<file path="src/rtl/kb_pkg.sv">
// Shared constants for the PS/2 scan-code filter: protocol prefix bytes and FSM encoding.
package kb_pkg;

   localparam logic [7:0] BRK_CODE = 8'hF0;
   localparam logic [7:0] EXT_CODE = 8'hE0;

   localparam logic [1:0] ST_IDLE    = 2'd0;
   localparam logic [1:0] ST_BRK     = 2'd1;
   localparam logic [1:0] ST_EXT     = 2'd2;
   localparam logic [1:0] ST_EXT_BRK = 2'd3;

endpackage

</file>
<file path="src/rtl/kb_fifo.sv">
// Generic synchronous first-word-fall-through FIFO; head entry is always on r_data.
module kb_fifo #(
   parameter int B = 8,
   parameter int W = 2
) (
   input  logic         clk,
   input  logic         reset_n,
   input  logic         wr,
   input  logic         rd,
   input  logic [B-1:0] w_data,
   output logic [B-1:0] r_data,
   output logic         empty,
   output logic         full
);

   localparam logic [W:0] DEPTH = (W+1)'(1) << W;

   logic [B-1:0] r_mem [2**W];
   logic [W-1:0] r_wptr;
   logic [W-1:0] r_rptr;
   logic [W:0]   r_count;
   logic         w_do_rd;
   logic         w_do_wr;

   assign empty = (r_count == '0);
   assign full  = (r_count == DEPTH);

   // A pop on empty is ignored; a push on full is only accepted alongside a real pop.
   assign w_do_rd = rd & ~empty;
   assign w_do_wr = wr & (~full | w_do_rd);

   assign r_data = r_mem[r_rptr];

   always_ff @(posedge clk) begin
      if (w_do_wr)
         r_mem[r_wptr] <= w_data;
   end

   always_ff @(posedge clk) begin
      if (!reset_n) begin
         r_wptr  <= '0;
         r_rptr  <= '0;
         r_count <= '0;
      end else begin
         if (w_do_wr)
            r_wptr <= r_wptr + 1'b1;
         if (w_do_rd)
            r_rptr <= r_rptr + 1'b1;
         case ({w_do_wr, w_do_rd})
            2'b10:   r_count <= r_count + 1'b1;
            2'b01:   r_count <= r_count - 1'b1;
            default: r_count <= r_count;
         endcase
      end
   end

endmodule

</file>
<file path="src/rtl/kb_scan_filter.sv">
// Strips PS/2 make/break framing and queues one scan code per key release.
module kb_scan_filter
   import kb_pkg::*;
#(
   parameter int W_SIZE = 2
) (
   input  logic       clk,
   input  logic       reset_n,
   input  logic       rx_done_tick,
   input  logic [7:0] rx_data,
   input  logic       rd_key,
   output logic [7:0] key_code,
   output logic       kb_empty,
   output logic       kb_full,
   output logic       overflow
);

   logic [1:0] r_state;
   logic [1:0] w_state_nxt;
   logic       w_push;
   logic [7:0] w_head;
   logic       r_overflow;

   always_comb begin
      w_state_nxt = r_state;
      w_push      = 1'b0;
      if (rx_done_tick) begin
         case (r_state)
            ST_IDLE: begin
               if (rx_data == BRK_CODE)
                  w_state_nxt = ST_BRK;
               else if (rx_data == EXT_CODE)
                  w_state_nxt = ST_EXT;
            end
            ST_BRK: begin
               // A stray prefix inside a break sequence resyncs instead of queueing.
               if (rx_data != BRK_CODE && rx_data != EXT_CODE) begin
                  w_state_nxt = ST_IDLE;
                  w_push      = 1'b1;
               end
            end
            ST_EXT: begin
               if (rx_data == BRK_CODE)
                  w_state_nxt = ST_EXT_BRK;
               else if (rx_data != EXT_CODE)
                  w_state_nxt = ST_IDLE;
            end
            default: w_state_nxt = ST_IDLE;
         endcase
      end
   end

   always_ff @(posedge clk) begin
      if (!reset_n) begin
         r_state    <= ST_IDLE;
         r_overflow <= 1'b0;
      end else begin
         r_state <= w_state_nxt;
         // Full FIFO only drops the code when no pop frees a slot this cycle.
         if (w_push && kb_full && !rd_key)
            r_overflow <= 1'b1;
      end
   end

   kb_fifo #(
      .B (8),
      .W (W_SIZE)
   ) u_fifo (
      .clk     (clk),
      .reset_n (reset_n),
      .wr      (w_push),
      .rd      (rd_key),
      .w_data  (rx_data),
      .r_data  (w_head),
      .empty   (kb_empty),
      .full    (kb_full)
   );

   assign key_code = kb_empty ? 8'h00 : w_head;
   assign overflow = r_overflow;

endmodule

</file>
<file path="config.mk">
export PLATFORM = sky130hd
export DESIGN_NAME = kb_scan_filter
export DESIGN_NICKNAME = d
export VERILOG_FILES = /design/src/rtl/kb_pkg.sv /design/src/rtl/kb_fifo.sv /design/src/rtl/kb_scan_filter.sv
export SDC_FILE = /design/constraint.sdc
export NUM_CORES = 1
export LEC_CHECK = 0
export ABC_CLOCK_PERIOD_IN_PS = 1850
export CAP_MARGIN = 20
export CORE_UTILIZATION = 49
export DETAILED_ROUTE_END_ITERATION = 12
export GPL_ROUTABILITY_DRIVEN = 0
export PLACE_DENSITY = 0.74
export SYNTH_ARGS = -nofsm -noshare
export SYNTH_HDL_FRONTEND = slang
export SYNTH_SLANG_ARGS = --single-unit
</file>
<file path="constraint.sdc">
create_clock -name clk -period 1.85 [get_ports clk]
set_clock_uncertainty 0.15 [all_clocks]
set_input_delay 0.37 -clock clk [delete_from_list [all_inputs] [get_ports clk]]
set_output_delay 0.37 -clock clk [all_outputs]
set_load 0.01 [all_outputs]
</file>
==> implementation parameters <==
Parameter                              Value

Critical path
  Arrival time reported for the critical path endpoint    1.56 ns
  CP bufs+invs    2
  Worst Reg2Reg Path Length in Cells    8
  Maximum fanout count along the critical path    8
  Reg-to-Reg Start    u_fifo.r_count[2]
  Top delay family on crit path    multiplexers
  List of cells traversed by the critical path    buf_12, mux4_2, and2b_1, buf_2
  Reg2Reg Capture Point    u_fifo.r_count[2]
  Kind of end point of the critical path    output port
  Worst reg2reg setup slack    -0.14 ns
  CP max stage cell    sky130_fd_sc_hd__mux4_2
  Category of the critical setup timing path    register to output port
  Number of gates on the worst path with buffers counted    4
  Largest incremental delay on the critical path    0.49 ns
  Category of the worst setup path launch point    register
  Critical path data required time    1.33 ns

Final layout
  Net count of the finished layout    185
  Synthesis-to-layout area growth    28.2%
  Post-route insts no fill    217
  Utilization after layout    0.659
  Antenna cell count    0
  Ratio of cells with drive above 1 in the final layout    0.414

Synthesis
  Synth unique cells    34
  Portion of the post-synthesis area used by sequential elements    0.633
  Number of enable flip-flop cells after synthesis    32
  Instance count of the mapped netlist    120
  Synth Flop Type    sky130_fd_sc_hd__edfxtp_1
  Proportion of register bits with asynchronous set or reset after synthesis    0
  Total of flip-flops plus latches after synthesis    44
  Most frequent cell after synthesis    sky130_fd_sc_hd__edfxtp_1
  Ranking of synthesized cells by instance count    sky130_fd_sc_hd__edfxtp_1, sky130_fd_sc_hd__dfxtp_1, sky130_fd_sc_hd__nor2b_1
  Netlist Area Pre-Place    1900 um2
  Post-Synthesis Mean Instance Area    15.8 um2
  Top cells by area, synth    sky130_fd_sc_hd__edfxtp_1, sky130_fd_sc_hd__dfxtp_1, sky130_fd_sc_hd__mux4_2
  Cell type with the highest aggregate area in the netlist    sky130_fd_sc_hd__edfxtp_1
  Portion of synthesized cell area occupied by the leading cell type    0.507
  Warning count from the yosys run    0
  Net count after synthesis    137

Routing
  Routed wire length per instance    16.1 um
  First-pass DRT Iterations    4
  Drt drc    0
  Total number of vias    1104
  DRC violation total after the first TritonRoute iteration    53
  Number of vias per cell after detailed routing    5.09
  Aggregate routed wire length    3.50 mm
  Detail Route Antenna Nets    0

Place
  Port Buf Inserts    22
  Post-placement cell count    204
  Detailed placer's ending HPWL    2.40 mm

Hold path
  Hold Crit Start    rx_data[3]
  Worst Hold Path Cells    2
  Hold path endpoint    u_fifo.r_mem[2][3]
  Hold Crit Class    primary input to register

CTS
  CTS Hold Bufs    0
  Clock tree from TritonCTS    yes
  Total clock buffers created by CTS    5
  Worst skew pair latency    0.29 ns
  Clock sink count    44
  Maximum clock insertion buffer count    2
  Clock root buffer    sky130_fd_sc_hd__clkbuf_8
  Clk slew on worst S/H paths    0.08 ns
  Clock H-tree levels    2

Timing
  Total Negative Setup Slacks    -1.81 ns
  Worst-case setup margin in the final layout    -0.231 ns
  Transition at the pin with the smallest max-transition slack    0.426 ns
  Number of hold-slack violations in the final timing report    0
  Setup-violating endpoint count in the final report    10
  Pins over their slew limit    0
  Final clock period utilization by the worst path    1.13
  Unrepaired setup endpoints after global routing    yes
  Slew Limit Headroom    0.715
  Period minus WS final    2.08 ns
  Maximum clock frequency    0.480 GHz

Die
  Die Wd    64.2 um
  Vertical die dimension    64.2 um
  Die Footprint    4120 um2
  Starting Density    0.514
  Number of cell rows    22
  Number of primary I/O pins    23
  Floorplan Core Area    3690 um2

Global route
  Residual overflow from global routing    0
  Tot GR Track Use    0.191
  Number of antenna violations at the first check in global routing    0
  Number of global-route vias before repair    1176
  Global-route wire length before repair    5.58 mm
  Maximum number of pins on one net before global-route repair    15

Power and ir drop
  Internal power    2.00 mW
  Max IR drop VDD    0.000582 V
  Pwr Density    1160 nW/um2
  Comb pwr share    0.389
  Clock share of power    0.201
  Standby leakage power    0.922 nW
  Net Sw Frac    0.288
  Sw power    811 uW
  Sequential power share    0.409

Flow run
  Max Cap Violations    0

Outcome
  Violations in the final reports    negative setup slack
  Outcome    complete, but fails checks
[how the worst max path moves through the flow]
stage	end	slack [ns]
floorplan	u_fifo.r_count[1]	-0.12
finish	key_code[7]	-0.23
global route	key_code[7]	-0.30
CTS	key_code[7]	-0.25
global placement	u_fifo.r_mem[0][1]	-0.58
detailed placement	u_fifo.r_count[2]	-0.64
[power by group through the flow]
| stage | logic, mW | clock network (mW) | registers [mW] |
|---|---|---|---|
| 2_1_floorplan | 0.497 | 0 | 1.16 |
| 3_3_place_gp | 0.953 | 0 | 1.17 |
| 3_5_place_dp | 0.988 | 0 | 1.17 |
| 4_1_cts | 1.08 | 0.573 | 1.15 |
| 5_1_grt | 1.17 | 0.616 | 1.16 |
| 6_report | 1.10 | 0.565 | 1.15 |
[worst register-to-register path, stage by stage, from the launching register on]
cell and delay [ns]:
sky130_fd_sc_hd__dfxtp_4 0.36, sky130_fd_sc_hd__nor3_4 0.23, sky130_fd_sc_hd__buf_6 0.13, sky130_fd_sc_hd__nand2b_4 0.13, sky130_fd_sc_hd__a21oi_4 0.04, sky130_fd_sc_hd__fa_2 0.35
sky130_fd_sc_hd__and2_4 0.15, sky130_fd_sc_hd__a22oi_2 0.16, sky130_fd_sc_hd__mux2i_1 0.21
[through the flow]
| stage | setup WS (ns) | power (mW) | hold WS [ns] | cell area [um2] |
|---|---|---|---|---|
| 6_report | -0.231 | 2.81 | 0.213 | 2430 |
| 2_1_floorplan | -0.124 | 1.66 | 0.310 | 1910 |
| 3_3_place_gp | -0.584 | 2.12 | 0.304 | 2330 |
| 4_1_cts | -0.250 | 2.80 | 0.202 | 2430 |
| 5_1_grt | -0.300 | 2.94 | 0.202 | 2430 |
| 3_5_place_dp | -0.641 | 2.16 | 0.327 | 2330 |
[cell type report]
type                       instances  area, um2
clock buffer                       7       76.3
clock inverter                     1       3.75
fill                             273       1260
inverter                           4       15.0
multi-input combinational         68        688
sequential                        44       1210
tap                               48       60.1
timing repair buffer              45        378
[metal layers]
| metal | GRT usage | part of all wire | vias to the layer above |
|---|---|---|---|
| met5 | 0 | 0 | - |
| met4 | 0.0667 | 0.014 | 0 |
| met3 | 0.0625 | 0.047 | 5 |
| met2 | 0.351 | 0.54 | 25 |
| met1 | 0.204 | 0.40 | 542 |
| li1 | - | - | 532 |
[cells by family (layout without fill, tap and decap cells)]
family,after synthesis,in the layout,share of synthesized area
fa+ha+maj,5,5,0.0369
buf+inv,8,57,0.0204
mux,12,12,0.116
flops,44,44,0.633
compound gates,9,9,0.0389
simple gates,39,39,0.141
xor+xnor,3,3,0.0139
[what timing repair did]
action,4_1_cts,5_1_grt
setup endpoints to repair,47,12
pin swaps,8,4
buffers inserted,4,1
hold endpoints to repair,0,0
gates resized for setup,69,5
[cell usage in the layout (no fill, tap or decap), types with 5 or more instances in the layout]
cell type,instances
sky130_fd_sc_hd__nand2_1,5
sky130_fd_sc_hd__nor2b_1,10
sky130_fd_sc_hd__buf_2,9
sky130_fd_sc_hd__mux4_2,8
sky130_fd_sc_hd__clkbuf_8,5
sky130_fd_sc_hd__dfxtp_1,9
sky130_fd_sc_hd__edfxtp_1,32
sky130_fd_sc_hd__buf_4,17
sky130_fd_sc_hd__buf_6,6
[state kept, by name (all words and copies together) (netlist names), named ones only]
register,count
u_fifo.r_count,3
u_fifo.r_wptr,2
u_fifo.r_rptr,2
overflow,1
u_fifo.r_mem,32
r_state,2
Power figures use the tool's default switching activity.
